==> src/rtl/muldiv_sequencer.sv <==
// Execute-stage sequencer for the shared multi-cycle multiplier and divider.
// Latches one M-extension op, drives the selected unit and buffers the result until consumed.
module muldiv_sequencer #(
  parameter int unsigned TIMEOUT = 128,
  parameter int unsigned CNT_W   = 8
) (
  input  logic        clk,
  input  logic        rst,
  input  logic        req_valid,
  output logic        req_ready,
  input  logic        req_is_div,
  input  logic        req_sign1,
  input  logic        req_sign2,
  input  logic        req_div_signed,
  input  logic        req_word,
  input  logic [63:0] req_src1,
  input  logic [63:0] req_src2,
  input  logic        flush,
  output logic        resp_valid,
  input  logic        resp_ready,
  output logic [63:0] resp_hi,
  output logic [63:0] resp_lo,
  output logic        mul_start,
  output logic        mul_kill,
  input  logic        mul_ok,
  input  logic [63:0] mul_hi,
  input  logic [63:0] mul_lo,
  output logic        div_start,
  output logic        div_kill,
  input  logic        div_ready,
  input  logic [63:0] div_quo,
  input  logic [63:0] div_rem,
  output logic [63:0] op_src1,
  output logic [63:0] op_src2,
  output logic        op_sign1,
  output logic        op_sign2,
  output logic        timeout_err
);

  typedef enum logic [1:0] {StIdle, StMulWait, StDivWait, StDone} state_e;

  state_e             state_q, state_d;
  logic [63:0]        src1_q, src1_d, src2_q, src2_d;
  logic               sign1_q, sign1_d, sign2_q, sign2_d;
  logic [63:0]        buf_hi_q, buf_hi_d, buf_lo_q, buf_lo_d;
  logic [CNT_W-1:0]   cnt_q, cnt_d;
  logic               err_q, err_d;

  logic [63:0] src1_ext;
  logic        div_zero;
  logic        div_ovf;
  logic        timeout_hit;

  // Canned results are decided from the operands being latched this cycle.
  assign src1_ext = req_word ? {{32{req_src1[31]}}, req_src1[31:0]} : req_src1;
  assign div_zero = req_word ? (req_src2[31:0] == 32'h0) : (req_src2 == 64'h0);
  assign div_ovf  = req_div_signed &
                    (req_word ? (req_src1[31:0] == 32'h8000_0000 &&
                                 req_src2[31:0] == 32'hffff_ffff)
                              : (req_src1 == {1'b1, 63'h0} && req_src2 == {64{1'b1}}));
  assign timeout_hit = (cnt_q == CNT_W'(TIMEOUT - 1));

  always_comb begin
    state_d  = state_q;
    src1_d   = src1_q;
    src2_d   = src2_q;
    sign1_d  = sign1_q;
    sign2_d  = sign2_q;
    buf_hi_d = buf_hi_q;
    buf_lo_d = buf_lo_q;
    cnt_d    = cnt_q;
    err_d    = err_q;
    mul_kill = 1'b0;
    div_kill = 1'b0;

    unique case (state_q)
      StIdle: begin
        if (req_valid && !flush) begin
          src1_d  = req_src1;
          src2_d  = req_src2;
          sign1_d = req_is_div ? req_div_signed : req_sign1;
          sign2_d = req_is_div ? req_div_signed : req_sign2;
          cnt_d   = '0;
          if (req_is_div && div_zero) begin
            buf_lo_d = {64{1'b1}};
            buf_hi_d = src1_ext;
            state_d  = StDone;
          end else if (req_is_div && div_ovf) begin
            buf_lo_d = src1_ext;
            buf_hi_d = 64'h0;
            state_d  = StDone;
          end else begin
            state_d = req_is_div ? StDivWait : StMulWait;
          end
        end
      end
      StMulWait: begin
        if (flush) begin
          mul_kill = 1'b1;
          buf_hi_d = 64'h0;
          buf_lo_d = 64'h0;
          state_d  = StIdle;
        end else if (mul_ok) begin
          buf_hi_d = mul_hi;
          buf_lo_d = mul_lo;
          state_d  = StDone;
        end else if (timeout_hit) begin
          mul_kill = 1'b1;
          err_d    = 1'b1;
          state_d  = StIdle;
        end else begin
          cnt_d = cnt_q + CNT_W'(1);
        end
      end
      StDivWait: begin
        if (flush) begin
          div_kill = 1'b1;
          buf_hi_d = 64'h0;
          buf_lo_d = 64'h0;
          state_d  = StIdle;
        end else if (div_ready) begin
          buf_hi_d = div_rem;
          buf_lo_d = div_quo;
          state_d  = StDone;
        end else if (timeout_hit) begin
          div_kill = 1'b1;
          err_d    = 1'b1;
          state_d  = StIdle;
        end else begin
          cnt_d = cnt_q + CNT_W'(1);
        end
      end
      StDone: begin
        if (flush) begin
          buf_hi_d = 64'h0;
          buf_lo_d = 64'h0;
          state_d  = StIdle;
        end else if (resp_ready) begin
          state_d = StIdle;
        end
      end
      default: state_d = StIdle;
    endcase
  end

  always_ff @(posedge clk or posedge rst) begin
    if (rst) begin
      state_q  <= StIdle;
      src1_q   <= 64'h0;
      src2_q   <= 64'h0;
      sign1_q  <= 1'b0;
      sign2_q  <= 1'b0;
      buf_hi_q <= 64'h0;
      buf_lo_q <= 64'h0;
      cnt_q    <= '0;
      err_q    <= 1'b0;
    end else begin
      state_q  <= state_d;
      src1_q   <= src1_d;
      src2_q   <= src2_d;
      sign1_q  <= sign1_d;
      sign2_q  <= sign2_d;
      buf_hi_q <= buf_hi_d;
      buf_lo_q <= buf_lo_d;
      cnt_q    <= cnt_d;
      err_q    <= err_d;
    end
  end

  assign req_ready   = (state_q == StIdle);
  assign resp_valid  = (state_q == StDone);
  assign mul_start   = (state_q == StMulWait);
  assign div_start   = (state_q == StDivWait);
  assign resp_hi     = buf_hi_q;
  assign resp_lo     = buf_lo_q;
  assign op_src1     = src1_q;
  assign op_src2     = src2_q;
  assign op_sign1    = sign1_q;
  assign op_sign2    = sign2_q;
  assign timeout_err = err_q;

endmodule

==> config.mk <==
export PLATFORM = sky130hd
export DESIGN_NAME = muldiv_sequencer
export DESIGN_NICKNAME = d
export VERILOG_FILES = /design/src/rtl/muldiv_sequencer.sv
export SDC_FILE = /design/constraint.sdc
export NUM_CORES = 1
export LEC_CHECK = 0
export BUFFER_PORTS_ARGS = -buffer_cell sky130_fd_sc_hd__buf_4
export CORE_AREA = 2 2 259 261
export CTS_BUF_LIST = sky130_fd_sc_hd__clkbuf_8
export DETAILED_ROUTE_END_ITERATION = 10
export DIE_AREA = 0 0 261 263
export PLACE_DENSITY_LB_ADDON = 0.2
export RECOVER_POWER = 25
export SLEW_MARGIN = 20
export SYNTH_ARGS = -nofsm -noshare
export SYNTH_HDL_FRONTEND = slang
export SYNTH_SLANG_ARGS = --single-unit
==> constraint.sdc <==
create_clock -name clk -period 9.96 [get_ports clk]
set_input_delay 0.498 -clock clk [delete_from_list [all_inputs] [get_ports clk]]
set_output_delay 0.498 -clock clk [all_outputs]
set_load 0.02 [all_outputs]
==> results.cfg <==
[timing]
final.setup_skew_ns = 0.0216
worst_slew_pin_slew_ns = 4.62
timing.final.crit_share_pct = 49.1
slew_headroom_pct = -209
hold_viol = 0
rsz0062_at_grt = no
period_needed_ns = 4.89
fin_setup_tns_ns = 0
setup_viol_count_final = 0
fmax_ghz = 0.204
maxSlewViolCount = 99
setup_ws_ns = 5.07

[logic_synthesis]
yosysTopAreaCell = dfrtp_1
synth.cell_area_sq_mm = 0.0136
yosysUniqueCellTypes = 49
synth_nets = 1494
syn_inst = 1093
ys_warn_count = 0
synth_edf_count = 0
synth_ff_type = dfrtp_1
ys_ff_latch = 269
ys_async_sr_fraction_pct = 100
synth_area_leaders = dfrtp_1 (49%), mux2_4 (13%), mux2_2 (11%)
netlist.area_leader.share_pct = 49.3
seq_area_frac_synth_pct = 49.3
syn_avg_cell_area_sq_um = 12.5

[clocking]
cts_buffer_depth = 3
clockRootBuffer = clkbuf_8
ctsResizeCount = 0
cts_setup_buffers = 0
cts_buffers = 53
htree_num_levels = 2
clkLatencyLatePin_ns = 0.60
cts.sinks = 269
cts_tree = done
clkTransAtPathRegs_ns = 0.06
cts_hold_buffers = 1

[routing]
drt-initial-drc-count = 523
ant_nets = 0
drt-total-wl_mm = 61.9
wl_per_cell_microns = 23.5
drc = 0
vias = 12300
viasPerCell = 4.65
dr.pass1.iters = 5

[setup_path]
crit_fanout = 98
r2r_end = resp_lo[5]$_DFFE_PP0P_
crit_start = rst
crit_end = op_src1[43]$_DFFE_PP0P_
critPathRequiredTime_ns = 10.64
critPathLaunchType = primary input
crit_type = primary input to async pin
reg2reg_depth = 8
arrival_ns = 5.57
setup.reg_to_reg.worst_slack_ns = 6.04
r2r_start = state_q[0]$_DFFE_PP0P_
worst_setup_path_end_kind = async pin

[global_routing]
grt_max_degree = 99
antenna_found_initial = 2
grt_pass1_wl_mm = 88.9
grt_overflow = 0
first_global_vias = 13000
track_usage_pct = 17.3

[floorplan]
fp-row-count = 94
core_sq_mm = 0.0656
start_util_pct = 20.8
io_pins = 661
die-height_microns = 263
die_w_microns = 261
dieArea_sq_mm = 0.0686

[pwr]
power_frac_seq_pct = 28.3
intPower_uw = 3950
peakVddDrop_uv = 188
swShare_pct = 42.0
leakage_uw = 0.00933
p_clk_share_pct = 18.0
p_per_area_mw_per_mm2 = 338
comb_power_share_pct = 53.7
power.switching_uw = 2860

[placed_design]
gp_congestion = 0.828
placed_area_sq_mm = 0.0194
dp_hpwl_mm = 46.6
port-buffer-count = 660
dpl_worst_slack_ns = 5.16
dpl.cell_count = 2541

[finish]
final_net_count = 2134
postLayoutCoreUtil_pct = 30.7
drive_gt1_share_pct = 52.3
final_area_sq_mm = 0.0202
num-fill-cells = 6906
syn2layout_area_growth_pct = 47.8
fin_cells = 2637

[job]
cap_violations = 1

[hold_path]
hold_class = primary input to flip-flop

[status]
status = finished, violations left
failed_checks = max-capacitance violations, max-slew violations
-- logic make-up after synthesis --
logic type / count (synthesis) / synth area share, %
AO/OA/AOI/OAI: 283 / 14.9
flip-flops: 269 / 49.3
multiplexers: 258 / 24.6
AND/OR/NAND/NOR: 172 / 6.54
buffers and inverters: 102 / 3.92
adder cells (fa/ha/maj): 5 / 0.459
XOR/XNOR: 4 / 0.257
-- Yosys cell counts, types with 2 or more instances --
library cell    n
dfrtp_1       269
mux2_2        136
mux2_4        120
nor2_1         77
a21oi_1        67
a22oi_1        66
a221oi_1       65
clkbuf_1       65
o22ai_1        32
o2bb2ai_1      32
nor4_1         29
nand4_1        21
buf_1          13
nand2_1        11
buf_8          10
inv_1          10
o21ai_0         9
nand3_1         7
ha_1            5
or3_1           5
nand4b_1        4
nor2b_1         4
buf_6           3
xor2_1          3
a31oi_1         2
and2_1          2
mux2i_1         2
o21a_1          2
or4_1           2
-- registers in the layout (all words and copies together) (netlist names) --
register	count
op_src2	64
timeout_err	1
state_q	2
resp_lo	64
op_sign1	1
op_src1	64
op_sign2	1
resp_hi	64
cnt_q	8
-- worst max-delay path, stage by stage --
cell and delay, ns:
dlygate4sd3_1 0.53, clkbuf_4 0.14, clkinvlp_2 2.55, buf_4 0.97
buf_4 0.70
-- metal layers --
metal / vias to the layer above / wire, microns / GRT usage, %
met5: - / 0 / 0
met4: 0 / 1410 / 4.53
met3: 77 / 4660 / 4.10
met2: 537 / 31000 / 30.7
met1: 6127 / 24800 / 20.7
li1: 5510 / - / -
-- cell type report --
class	instances	area, sq um	share of cell area (%)
flip-flops and latches	269	6730	33.4
multi-input cells	722	6440	31.9
repair buffers	677	4710	23.4
well taps	864	1080	5.36
clock buffers	74	1020	5.05
clock inverters	20	143	0.707
inverters	10	38.8	0.192
diodes	1	2.50	0.0124
-- worst min-delay path by stage --
stage | slack, ns | cells after the start | start | end
6_report | 0.13 | 2 | req_src1[46] | op_src1[46]$_DFFE_PP0P_
5_1_grt | 0.07 | 2 | req_src1[55] | op_src1[55]$_DFFE_PP0P_
4_1_cts | 0.05 | 2 | req_src1[55] | op_src1[55]$_DFFE_PP0P_
3_5_place_dp | 0.47 | 2 | op_sign1$_DFFE_PP0P_ | op_sign1$_DFFE_PP0P_
3_3_place_gp | 0.47 | 2 | op_sign1$_DFFE_PP0P_ | op_sign1$_DFFE_PP0P_
2_1_floorplan | 0.51 | 2 | cnt_q[6]$_DFFE_PP0P_ | cnt_q[6]$_DFFE_PP0P_
-- power groups by stage --
stage	registers (uW)	clock network, uW	logic (uW)
after CTS	1930	1280	3890
after floorplan	2530	0	1750
final	1920	1230	3660
after detailed placement	1930	0	3880
after global placement	1920	0	3860
after global routing	1990	1320	3890
-- through the flow --
step | hold WS (ns) | total power, uW
3_3_place_gp | 0.469 | 5780
6_report | 0.132 | 6810
5_1_grt | 0.0703 | 7210
3_5_place_dp | 0.472 | 5810
4_1_cts | 0.0483 | 7100
2_1_floorplan | 0.510 | 4270
-- cells in the final DEF (no fill, tap or decap), types with 3 or more instances in the layout --
master	netlist	routed
clkbuf_8	0	74
clkbuf_1	65	103
ha_1	5	4
mux2_2	136	136
nor2_1	77	77
o2bb2ai_1	32	32
dfrtp_1	269	269
a22oi_1	66	66
mux2_4	120	120
nand3_1	7	6
inv_1	10	20
o22ai_1	32	32
xor2_1	3	3
nor2b_4	0	3
clkinv_2	0	5
nand2_1	11	10
a221oi_1	65	65
nor4_1	29	28
a21oi_1	67	67
nand4_1	21	21
or3_1	5	5
nand4b_1	4	4
buf_4	0	571
o21ai_0	9	9
(Power assumes the default switching activity.)
